**src/rtl/emesh_pkg.sv**
```systemverilog
// Shared eMesh definitions: packet width, field bit positions, read credit default.
package emesh_pkg;

  localparam int PW             = 104;
  localparam int MAX_RD_DEFAULT = 8;

  // Packet field bit positions
  localparam int WRITE_BIT    = 0;
  localparam int DATAMODE_LSB = 1;
  localparam int DATAMODE_MSB = 2;
  localparam int CTRLMODE_LSB = 3;
  localparam int CTRLMODE_MSB = 7;
  localparam int DSTADDR_LSB  = 8;
  localparam int DSTADDR_MSB  = 39;
  localparam int DATA_LSB     = 40;
  localparam int DATA_MSB     = 71;
  localparam int SRCADDR_LSB  = 72;
  localparam int SRCADDR_MSB  = 103;

  // Assemble a packet from its fields
  function automatic logic [PW-1:0] make_packet(
    input logic        write,
    input logic [1:0]  datamode,
    input logic [4:0]  ctrlmode,
    input logic [31:0] dstaddr,
    input logic [31:0] data,
    input logic [31:0] srcaddr
  );
    logic [PW-1:0] p;
    p = '0;
    p[WRITE_BIT]                 = write;
    p[DATAMODE_MSB:DATAMODE_LSB] = datamode;
    p[CTRLMODE_MSB:CTRLMODE_LSB] = ctrlmode;
    p[DSTADDR_MSB:DSTADDR_LSB]   = dstaddr;
    p[DATA_MSB:DATA_LSB]         = data;
    p[SRCADDR_MSB:SRCADDR_LSB]   = srcaddr;
    return p;
  endfunction

endpackage

```
**src/rtl/emesh_req_splitter_if.sv**
```systemverilog
// Request/response signals between upstream eMesh, the splitter and the AXI bridge.
interface emesh_req_splitter_if #(
  parameter int PW = 104,
  parameter int CW = 4
);
  logic          in_access;
  logic [PW-1:0] in_packet;
  logic          in_wait;
  logic          wr_access;
  logic [PW-1:0] wr_packet;
  logic          wr_wait;
  logic          rd_access;
  logic [PW-1:0] rd_packet;
  logic          rd_wait;
  logic          rr_access;
  logic          rr_wait;
  logic [CW-1:0] rd_outstanding;
  logic          err_underflow;

  // Splitter side
  modport slave (
    input  in_access, in_packet, wr_wait, rd_wait, rr_access, rr_wait,
    output in_wait, wr_access, wr_packet, rd_access, rd_packet,
           rd_outstanding, err_underflow
  );

  // Environment side (upstream + bridge)
  modport master (
    output in_access, in_packet, wr_wait, rd_wait, rr_access, rr_wait,
    input  in_wait, wr_access, wr_packet, rd_access, rd_packet,
           rd_outstanding, err_underflow
  );
endinterface

```
**src/rtl/emesh_hold_reg.sv**
```systemverilog
// One-entry valid/packet holding register for one output channel.
module emesh_hold_reg #(
  parameter int PW = 104
) (
  input  logic          clk,
  input  logic          reset,
  input  logic          load,
  input  logic [PW-1:0] load_packet,
  input  logic          out_wait,
  output logic          valid,
  output logic [PW-1:0] packet
);

  logic          valid_reg;
  logic [PW-1:0] packet_reg;

  // Load has priority over drain; packet is frozen while the consumer waits
  always_ff @(posedge clk) begin
    if (reset) begin
      valid_reg  <= 1'b0;
      packet_reg <= '0;
    end else if (load) begin
      valid_reg  <= 1'b1;
      packet_reg <= load_packet;
    end else if (valid_reg && !out_wait) begin
      valid_reg  <= 1'b0;
    end
  end

  assign valid  = valid_reg;
  assign packet = packet_reg;

endmodule

```
**src/rtl/emesh_req_splitter.sv**
```systemverilog
// Routes upstream eMesh requests to write/read bridge channels, bounding outstanding reads.
module emesh_req_splitter #(
  parameter int PW     = emesh_pkg::PW,
  parameter int MAX_RD = emesh_pkg::MAX_RD_DEFAULT,
  parameter int CW     = $clog2(MAX_RD + 1)
) (
  input logic                 clk,
  input logic                 reset,
  emesh_req_splitter_if.slave bus
);
  import emesh_pkg::*;

  logic          wr_valid;
  logic          rd_valid;
  logic [PW-1:0] wr_packet;
  logic [PW-1:0] rd_packet;
  logic          in_wait;
  logic          in_fire;
  logic          wr_load;
  logic          rd_load;
  logic          rd_issue;
  logic          rr_accept;
  logic [CW:0]   credit_sum;
  logic          credit_full;

  logic [CW-1:0] rd_outstanding_reg, rd_outstanding_next;
  logic          err_underflow_reg, err_underflow_next;

  // A read sitting in the rd register already owns a credit, so count it too.
  // in_wait never looks at the packet type, which keeps reads and writes in order.
  assign credit_sum  = {1'b0, rd_outstanding_reg} + {{CW{1'b0}}, rd_valid};
  assign credit_full = credit_sum >= (CW+1)'(MAX_RD);
  assign in_wait     = (wr_valid && bus.wr_wait) || (rd_valid && bus.rd_wait) || credit_full;

  assign in_fire   = bus.in_access && !in_wait;
  assign wr_load   = in_fire && bus.in_packet[WRITE_BIT];
  assign rd_load   = in_fire && !bus.in_packet[WRITE_BIT];
  assign rd_issue  = rd_valid && !bus.rd_wait;
  assign rr_accept = bus.rr_access && !bus.rr_wait;

  emesh_hold_reg #(.PW(PW)) u_wr_hold (
    .clk         (clk),
    .reset       (reset),
    .load        (wr_load),
    .load_packet (bus.in_packet),
    .out_wait    (bus.wr_wait),
    .valid       (wr_valid),
    .packet      (wr_packet)
  );

  emesh_hold_reg #(.PW(PW)) u_rd_hold (
    .clk         (clk),
    .reset       (reset),
    .load        (rd_load),
    .load_packet (bus.in_packet),
    .out_wait    (bus.rd_wait),
    .valid       (rd_valid),
    .packet      (rd_packet)
  );

  // Credit count next value: issue adds, response subtracts, both cancel, zero saturates
  always_comb begin
    rd_outstanding_next = rd_outstanding_reg;
    err_underflow_next  = err_underflow_reg;
    if (rd_issue && !rr_accept) begin
      rd_outstanding_next = rd_outstanding_reg + 1'b1;
    end else if (rr_accept && !rd_issue) begin
      if (rd_outstanding_reg == '0) begin
        err_underflow_next = 1'b1;
      end else begin
        rd_outstanding_next = rd_outstanding_reg - 1'b1;
      end
    end
  end

  // Credit count and sticky underflow flag
  always_ff @(posedge clk) begin
    if (reset) begin
      rd_outstanding_reg <= '0;
      err_underflow_reg  <= 1'b0;
    end else begin
      rd_outstanding_reg <= rd_outstanding_next;
      err_underflow_reg  <= err_underflow_next;
    end
  end

  assign bus.in_wait        = in_wait;
  assign bus.wr_access      = wr_valid;
  assign bus.wr_packet      = wr_packet;
  assign bus.rd_access      = rd_valid;
  assign bus.rd_packet      = rd_packet;
  assign bus.rd_outstanding = rd_outstanding_reg;
  assign bus.err_underflow  = err_underflow_reg;

endmodule

```
**src/flat_wrapper.sv**
```systemverilog
// flat-port wrapper written by rule: the top's interface ports become plain ports
module emesh_req_splitter_flat import emesh_pkg::*;
#(
  parameter int PW     = emesh_pkg::PW,
  parameter int MAX_RD = emesh_pkg::MAX_RD_DEFAULT,
  parameter int CW     = $clog2(MAX_RD + 1)
)
  (clk, reset, bus_in_access, bus_in_packet, bus_wr_wait, bus_rd_wait, bus_rr_access, bus_rr_wait, bus_in_wait, bus_wr_access, bus_wr_packet, bus_rd_access, bus_rd_packet, bus_rd_outstanding, bus_err_underflow);
  emesh_req_splitter_if #(.PW(PW), .CW(CW)) bus_i ();
  input logic clk;
  input logic reset;
  input wire logic [$bits(bus_i.in_access)-1:0] bus_in_access;
  input wire logic [$bits(bus_i.in_packet)-1:0] bus_in_packet;
  input wire logic [$bits(bus_i.wr_wait)-1:0] bus_wr_wait;
  input wire logic [$bits(bus_i.rd_wait)-1:0] bus_rd_wait;
  input wire logic [$bits(bus_i.rr_access)-1:0] bus_rr_access;
  input wire logic [$bits(bus_i.rr_wait)-1:0] bus_rr_wait;
  output wire logic [$bits(bus_i.in_wait)-1:0] bus_in_wait;
  output wire logic [$bits(bus_i.wr_access)-1:0] bus_wr_access;
  output wire logic [$bits(bus_i.wr_packet)-1:0] bus_wr_packet;
  output wire logic [$bits(bus_i.rd_access)-1:0] bus_rd_access;
  output wire logic [$bits(bus_i.rd_packet)-1:0] bus_rd_packet;
  output wire logic [$bits(bus_i.rd_outstanding)-1:0] bus_rd_outstanding;
  output wire logic [$bits(bus_i.err_underflow)-1:0] bus_err_underflow;
  assign bus_i.in_access = bus_in_access;
  assign bus_i.in_packet = bus_in_packet;
  assign bus_i.wr_wait = bus_wr_wait;
  assign bus_i.rd_wait = bus_rd_wait;
  assign bus_i.rr_access = bus_rr_access;
  assign bus_i.rr_wait = bus_rr_wait;
  assign bus_in_wait = bus_i.in_wait;
  assign bus_wr_access = bus_i.wr_access;
  assign bus_wr_packet = bus_i.wr_packet;
  assign bus_rd_access = bus_i.rd_access;
  assign bus_rd_packet = bus_i.rd_packet;
  assign bus_rd_outstanding = bus_i.rd_outstanding;
  assign bus_err_underflow = bus_i.err_underflow;
  emesh_req_splitter #(.PW(PW), .MAX_RD(MAX_RD), .CW(CW)) u_core (.clk(clk), .reset(reset), .bus(bus_i));
endmodule
```
**config.mk**
```make
export PLATFORM = sky130hd
export DESIGN_NAME = emesh_req_splitter_flat
export DESIGN_NICKNAME = d
export VERILOG_FILES = /design/src/rtl/emesh_pkg.sv /design/src/rtl/emesh_req_splitter_if.sv /design/src/rtl/emesh_hold_reg.sv /design/src/rtl/emesh_req_splitter.sv /design/src/flat_wrapper.sv
export SDC_FILE = /design/constraint.sdc
export NUM_CORES = 1
export LEC_CHECK = 0
export ABC_AREA = 1
export ABC_CLOCK_PERIOD_IN_PS = 2200
export BUFFER_PORTS_ARGS = -buffer_cell sky130_fd_sc_hd__buf_2
export CAP_MARGIN = 30
export CORE_ASPECT_RATIO = 0.9
export CORE_MARGIN = 4
export CORE_UTILIZATION = 48
export DETAILED_ROUTE_END_ITERATION = 8
export PLACE_DENSITY_LB_ADDON = 0.12
export SLEW_MARGIN = 30
export SYNTH_ARGS = -nofsm -noshare
export SYNTH_HDL_FRONTEND = slang
export SYNTH_SLANG_ARGS = --single-unit
export TNS_END_PERCENT = 30
```
**constraint.sdc**
```tcl
create_clock -name clk -period 2.2 [get_ports clk]
set_input_delay 0.33 -clock clk [delete_from_list [all_inputs] [get_ports clk]]
set_output_delay 0.33 -clock clk [all_outputs]
set_load 0.005 [all_outputs]
```
==> flow_summary.toml, run 1 <==
[worst_hold_path]
hp-start = "reset"
hp-class = "input port to register"
holdPathEnd = "u_core.u_wr_hold.valid"
min_delay_path_depth = 2

[worst_setup_path]
slowest_delay_ps = 360
cp_slowest_cell = "dfxtp_4"
r2r_start = "u_core.bus.rd_outstanding[0]"
cp-start-kind = "register"
critPathTopFamily = "flip-flops"
r2r_end = "u_core.u_wr_hold.packet[23]"
crit_arrival_ps = 1800
rrSetupSlack_ps = 170
rr_worst_depth = 11
crit_fanout = 3
cp_num_buf_inv = 3
cp_cell_sequence = "ha_4 -> ha_1 -> nand3_1 -> nand3_2 -> nor2_4 -> buf_6 -> inv_1 -> buf_2"
crit_type = "register to output pin"
cp-end-kind = "output pin"
worstPathRequired_ps = 1870

[die]
ioPinCount = 327
fp-row-count = 48
fp.dieW_um = 155
coreArea_mm2 = 0.0191
die_y_um = 140
fp.dieArea_mm2 = 0.0217
start_util_pct = 48.7

[placed_design]
place_ws_ps = 220
dp_hpwl_mm = 18.2
placed_cells = 1822
place.gp.congestion = 0.836
portBuffers = 326
place_area_mm2 = 0.0111

[final_layout]
nNetsFinal = 1720
finalInstanceArea_mm2 = 0.0120
stdcell_count = 1871
syn_to_final_growth_pct = 29.3
layout-drive-gt1-share_pct = 24.9
final_cell_mix = "nor2_1, buf_2, nand2_1, dfxtp_1, nand4_1"
fin_util_pct = 63.1
final_common_cell = "nor2_1"

[grt]
grt-ovfl-total = 0
grt_pass1_wl_mm = 44.8
antenna_found_initial = 1
grt_max_degree = 107
met1_usage_pct = 31.9
globalRouteMet3Util_pct = 6.67
grt_use_met2_pct = 39.8
busiest_layer = "met2"
grtUsageTotal_pct = 24.7
first_global_vias = 8763

[routing]
drtIter0Drc = 447
dr.pass1.iters = 4
drc = 0
ant_nets = 0
routed_wl_mm = 28.0
vias = 9455
routed_via_density = 5.05
wire_per_inst_um = 15.0

[timing]
drv_slew = 0
finalCritPeriodShare_pct = 96.7
hold_viol = 0
max_freq_mhz = 470
final_critical_path_setup_slack_ps = 72.3
min_period_ps = 2130
relSlewSlack_pct = 67.2
fin_worst_skew_ps = 14.5
setup_viol = 0
worst_slew_pin_slew_ps = 492

[clocking]
htreeDepth = 1
cts_made_buffers = 24
cts.path.max_buffers = 3
cts_tree = "built"
path_clk_slew_ps = 60
insertion_delay_ps = 510
holdBufCountCts = 0
clkSinkCount = 215
cts-root-buf = "clkbuf_16"

[synthesis]
synth_area_per_cell_um2 = 6.96
synth_area_mm2 = 0.00931
syn_nets = 1456
synth-seq-cells = 215
yosys_warnings = 0
synth-seq-area-share_pct = 46.2
yosysUniqueCellTypes = 21
synth_cells = 1338

[power_and_ir_drop]
intPower_mw = 8.09
pwr-share-comb_pct = 19.1
p_seq_share_pct = 40.0
cellPowerDensity_mw_per_mm2 = 930
clkPwrFrac_pct = 41.0
power_mw = 11.2
netSwitchingFraction_pct = 27.8
p_leak_nw = 6.35
max-vdd-ir-drop_uv = 621
switchingPower_mw = 3.11

[job]
max-cap-violations = 0

[status]
status = "finished clean"
-- metal layers --
metal | vias up | routed length [um]
li1 | 4786 | -
met3 | 63 | 2560
met1 | 4236 | 11700
met2 | 368 | 12700
met5 | - | 13
met4 | 2 | 1010
-- logic make-up (layout without fill, tap and decap cells) --
kind of cell	Yosys count	in the layout	share of synthesized area, %
AOI/OAI and AO/OA	10	10	0.537
DFF	215	215	46.2
adders and majority gates	7	7	1.02
buffers and inverters	236	518	11.2
other	0	1	0
and+or+nand+nor	868	868	40.9
xor gates and xnor gates	2	2	0.188
-- worst max-delay path by stage --
| stage | start | end | slack (ps) | cells past startpoint |
|---|---|---|---|---|
| finish | u_core.bus.rd_outstanding[0] | bus_in_wait | 70 | 8 |
| global route | u_core.bus.rd_outstanding[0] | bus_in_wait | -5 | 8 |
| CTS | u_core.bus.rd_outstanding[0] | bus_in_wait | 20 | 8 |
| detailed placement | u_core.bus.rd_outstanding[0] | u_core.u_wr_hold.packet[87] | 220 | 10 |
| global placement | u_core.bus.rd_outstanding[0] | u_core.u_wr_hold.packet[19] | 310 | 9 |
| floorplan | u_core.bus.rd_outstanding[0] | bus_in_wait | 430 | 8 |
-- Yosys cell counts, drive strengths merged --
cell	n	area, um2
clkbuf	32	120
nand4	207	1290
inv	120	450
nand3	6	35.0
nand2	224	841
ha	6	75.1
a21oi	5	25.0
o21ai	5	25.0
xor2	2	17.5
fa	1	20.0
nor2	431	1630
clkinv	1	3.75
dfxtp	215	4300
buf	83	465
-- through the flow --
stage	setup TNS, ps	hold WS (ps)
floorplan	0	399
global placement	0	431
detailed placement	0	434
CTS	0	106
global route	-5.27	115
finish	0	122
-- power by group through the flow --
stage	clock (mW)	sequential, mW	combinational, mW
floorplan	0	4.57	1.25
detailed placement	0	4.56	2.11
CTS	4.68	4.48	2.13
global placement	0	4.55	2.08
global route	4.83	4.52	2.41
finish	4.59	4.48	2.14
-- what timing repair did --
action,CTS,global route
buffers inserted,2,2
pin swaps,1,1
cloned,0,0
gates resized for setup,3,4
setup endpoints to repair,1,1
-- cell type report --
class                   instances  area, um2
multi-input cells             887       3990
inverters                     121        460
well taps                     250        313
diodes                          1       2.50
clock buffers                  34        709
fillers                      1769       7060
flip-flops and latches        215       4310
clock inverters                10        209
repair buffers                353       2050
Power figures use the tool's default switching activity.
==> inputs of run 2 (changes only) <==
--- a/config.mk
+++ b/config.mk
@@ -5,7 +5,6 @@
 export SDC_FILE = /design/constraint.sdc
 export NUM_CORES = 1
 export LEC_CHECK = 0
-export ABC_AREA = 1
 export ABC_CLOCK_PERIOD_IN_PS = 2200
 export BUFFER_PORTS_ARGS = -buffer_cell sky130_fd_sc_hd__buf_2
 export CAP_MARGIN = 30
@@ -13,6 +12,7 @@
 export CORE_MARGIN = 4
 export CORE_UTILIZATION = 48
 export DETAILED_ROUTE_END_ITERATION = 8
+export HOLD_SLACK_MARGIN = 0.1
 export PLACE_DENSITY_LB_ADDON = 0.12
 export SLEW_MARGIN = 30
 export SYNTH_ARGS = -nofsm -noshare
==> run 2 against run 1 <==
  * Global-route usage down 3.6 points
  * Synthesized cell count down 37%
  * Critical path depth down 2
  * Count of clock-buffer cells in the layout down 5
  * Fmax down 0.39%
  * Utilization up 4.7 points
  * Largest power group is now sequential cells
  * Critical path type unchanged
  * First-iteration DRC count down 42%
  * Area after synthesis down 11%
  * Worst setup slack worse by 8.4 ps
  * Largest cell class unchanged
  * Via count down 26%
  * Total power down 14%
  * Die area down 11%
==> flow_summary.toml, run 2 <==
[status]
status = "finished clean"

[routing]
vias = 6951
dr.pass1.iters = 4
drc = 0
wire_per_inst_um = 15.0
ant_nets = 0
routed_wl_mm = 21.5
routed_via_density = 4.85
drtIter0Drc = 258

[grt]
grtUsageTotal_pct = 21.1
grt_max_degree = 67
first_global_vias = 6852
grt-ovfl-total = 0
antenna_found_initial = 0
grt_pass1_wl_mm = 34.4

[worst_hold_path]
holdPathEnd = "u_core.u_wr_hold.packet[21]"
hp-start = "bus_in_packet[21]"
hp-class = "input port to register"
min_delay_path_depth = 3

[synthesis]
synth_area_per_cell_um2 = 9.81
ys_top_cells_by_area = "dfxtp_1, mux2i_1, nand2_1"
synth_edf_count = 0
ys.flop_type = "dfxtp_1"
synth-seq-area-share_pct = 52.1
yosysTopAreaCell = "dfxtp_1"
synthArstFlopShare_pct = 0
synth_top_area_share_pct = 52.1
yosys_warnings = 0
synth_area_mm2 = 0.00826
yosysUniqueCellTypes = 31
synth_most_common_cell = "nand2_1"
synth_common_cells = "nand2_1, dfxtp_1, mux2i_1"
syn_nets = 960
synth-seq-cells = 215
synth_cells = 842

[final_layout]
fin_util_pct = 67.7
multi_input_area_mm2 = 0.00365
syn_to_final_growth_pct = 38.5
finalInstanceArea_mm2 = 0.0114
final_common_cell = "buf_2"
layout-drive-gt1-share_pct = 32.6
nNetsFinal = 1324
final_cell_mix = "buf_2, nand2_1, dfxtp_1, mux2i_1, dlygate4sd3_1"
fill_cells = 1423
seq_area_mm2 = 0.00431

[worst_setup_path]
slowest_delay_ps = 330
r2r_start = "u_core.u_rd_hold.valid"
cp_slowest_cell = "dfxtp_2"
worstPathRequired_ps = 1870
cp-start-kind = "register"
cp_cell_sequence = "ha_4 -> ha_4 -> nand4b_1 -> a211oi_4 -> inv_1 -> buf_2"
r2r_end = "u_core.u_rd_hold.packet[3]"
rr_worst_depth = 8
rrSetupSlack_ps = 100
crit_fanout = 2
crit_arrival_ps = 1810
cpMostUsedCell = "ha_4"
crit_type = "register to output pin"
cp-end-kind = "output pin"

[die]
fp.dieArea_mm2 = 0.0194
start_util_pct = 48.9
coreArea_mm2 = 0.0169
ioPinCount = 327
fp.dieW_um = 146
fp-row-count = 45
die_y_um = 132

[placed_design]
place.gp.congestion = 0.781
portBuffers = 326
dp_hpwl_mm = 15.0
place_area_mm2 = 0.0101
place_ws_ps = 26.4

[timing]
finalCritPeriodShare_pct = 97.1
rsz0062_at_grt = "true"
relSlewSlack_pct = 67.8
final_critical_path_setup_slack_ps = 63.9
setup_viol = 0
hold_ws_ps = 116
drv_slew = 0
worst_slew_pin_slew_ps = 484
hold_viol = 0
min_period_ps = 2140
fin_worst_skew_ps = 14.8
max_freq_mhz = 468

[power_and_ir_drop]
p_leak_nw = 5.89
cellPowerDensity_mw_per_mm2 = 839
power_mw = 9.59
max-vdd-ir-drop_uv = 486

[clocking]
cts_tree = "built"
cts_made_buffers = 22
cts-root-buf = "clkbuf_16"
path_clk_slew_ps = 60
htreeDepth = 1
cts.path.max_buffers = 3
insertion_delay_ps = 490
clkSinkCount = 215

[job]
max-cap-violations = 0
## run 2: worst max-delay path by stage
stage	slack, ps	start	cells past startpoint	to
2_1_floorplan	150	u_core.bus.rd_outstanding[0]	8	u_core.u_wr_hold.packet[44]
3_3_place_gp	100	u_core.bus.rd_outstanding[0]	7	u_core.u_rd_hold.packet[15]
3_5_place_dp	30	u_core.bus.rd_outstanding[0]	7	u_core.u_rd_hold.packet[18]
4_1_cts	10	u_core.bus.rd_outstanding[0]	6	bus_in_wait
5_1_grt	-10	u_core.bus.rd_outstanding[0]	6	bus_in_wait
6_report	60	u_core.u_rd_hold.valid	6	bus_in_wait
## run 2: layout make-up
type,count,share of cell area [%]
antenna,1,0.0219
clock buffer,29,5.32
multi-input combinational,562,31.9
clock inverter,11,1.41
tap,211,2.31
inverter,6,0.263
timing repair buffer,399,21.1
sequential,215,37.7
## run 2: report_power, final
group          switching, mW  leakage [nW]  internal [mW]
sequential             0.138          1.76           4.17
clock                   1.49         0.383           2.43
combinational          0.694          3.75          0.680
total                   2.32          5.89           7.27
## run 2: cell families after synthesis
| family | synth area share, % |
|---|---|
| compound gates | 1.20 |
| xor+xnor | 0.106 |
| fa+ha+maj | 1.15 |
| buf+inv | 4.59 |
| flops | 52.1 |
| mux | 25.1 |
| simple gates | 15.7 |
## run 2: routing by layer
metal  up-vias  part of all wire [%]  GRT usage [%]
met5         -                     0              0
met4         0                   4.3           8.52
met3        61                   6.6           5.03
met2       234                    48           35.8
met1      3166                    41           26.1
li1       3490                     -              -
## run 2: timing repair
action	CTS	global route
buffers inserted	1	1
pin swaps	1	2
gates resized for setup	2	12
endpoints found under the hold margin	73	0
setup endpoints to repair	5	14
hold buffers	50	0
## run 2: worst max-delay path: cells and delay by family (launching register included)
| family | cells | cell delay, ps |
|---|---|---|
| buf+inv | 2 | 190 |
| compound gates | 1 | 280 |
| simple gates | 1 | 210 |
| flops | 1 | 330 |
| fa+ha+maj | 2 | 300 |
## run 2: metrics by stage
step / TNS, ps / cells
finish: 0 / 1434
global route: -24.6 / 1433
CTS: 0 / 1432
detailed placement: 0 / 1341
global placement: 0 / 1341
floorplan: 0 / 842
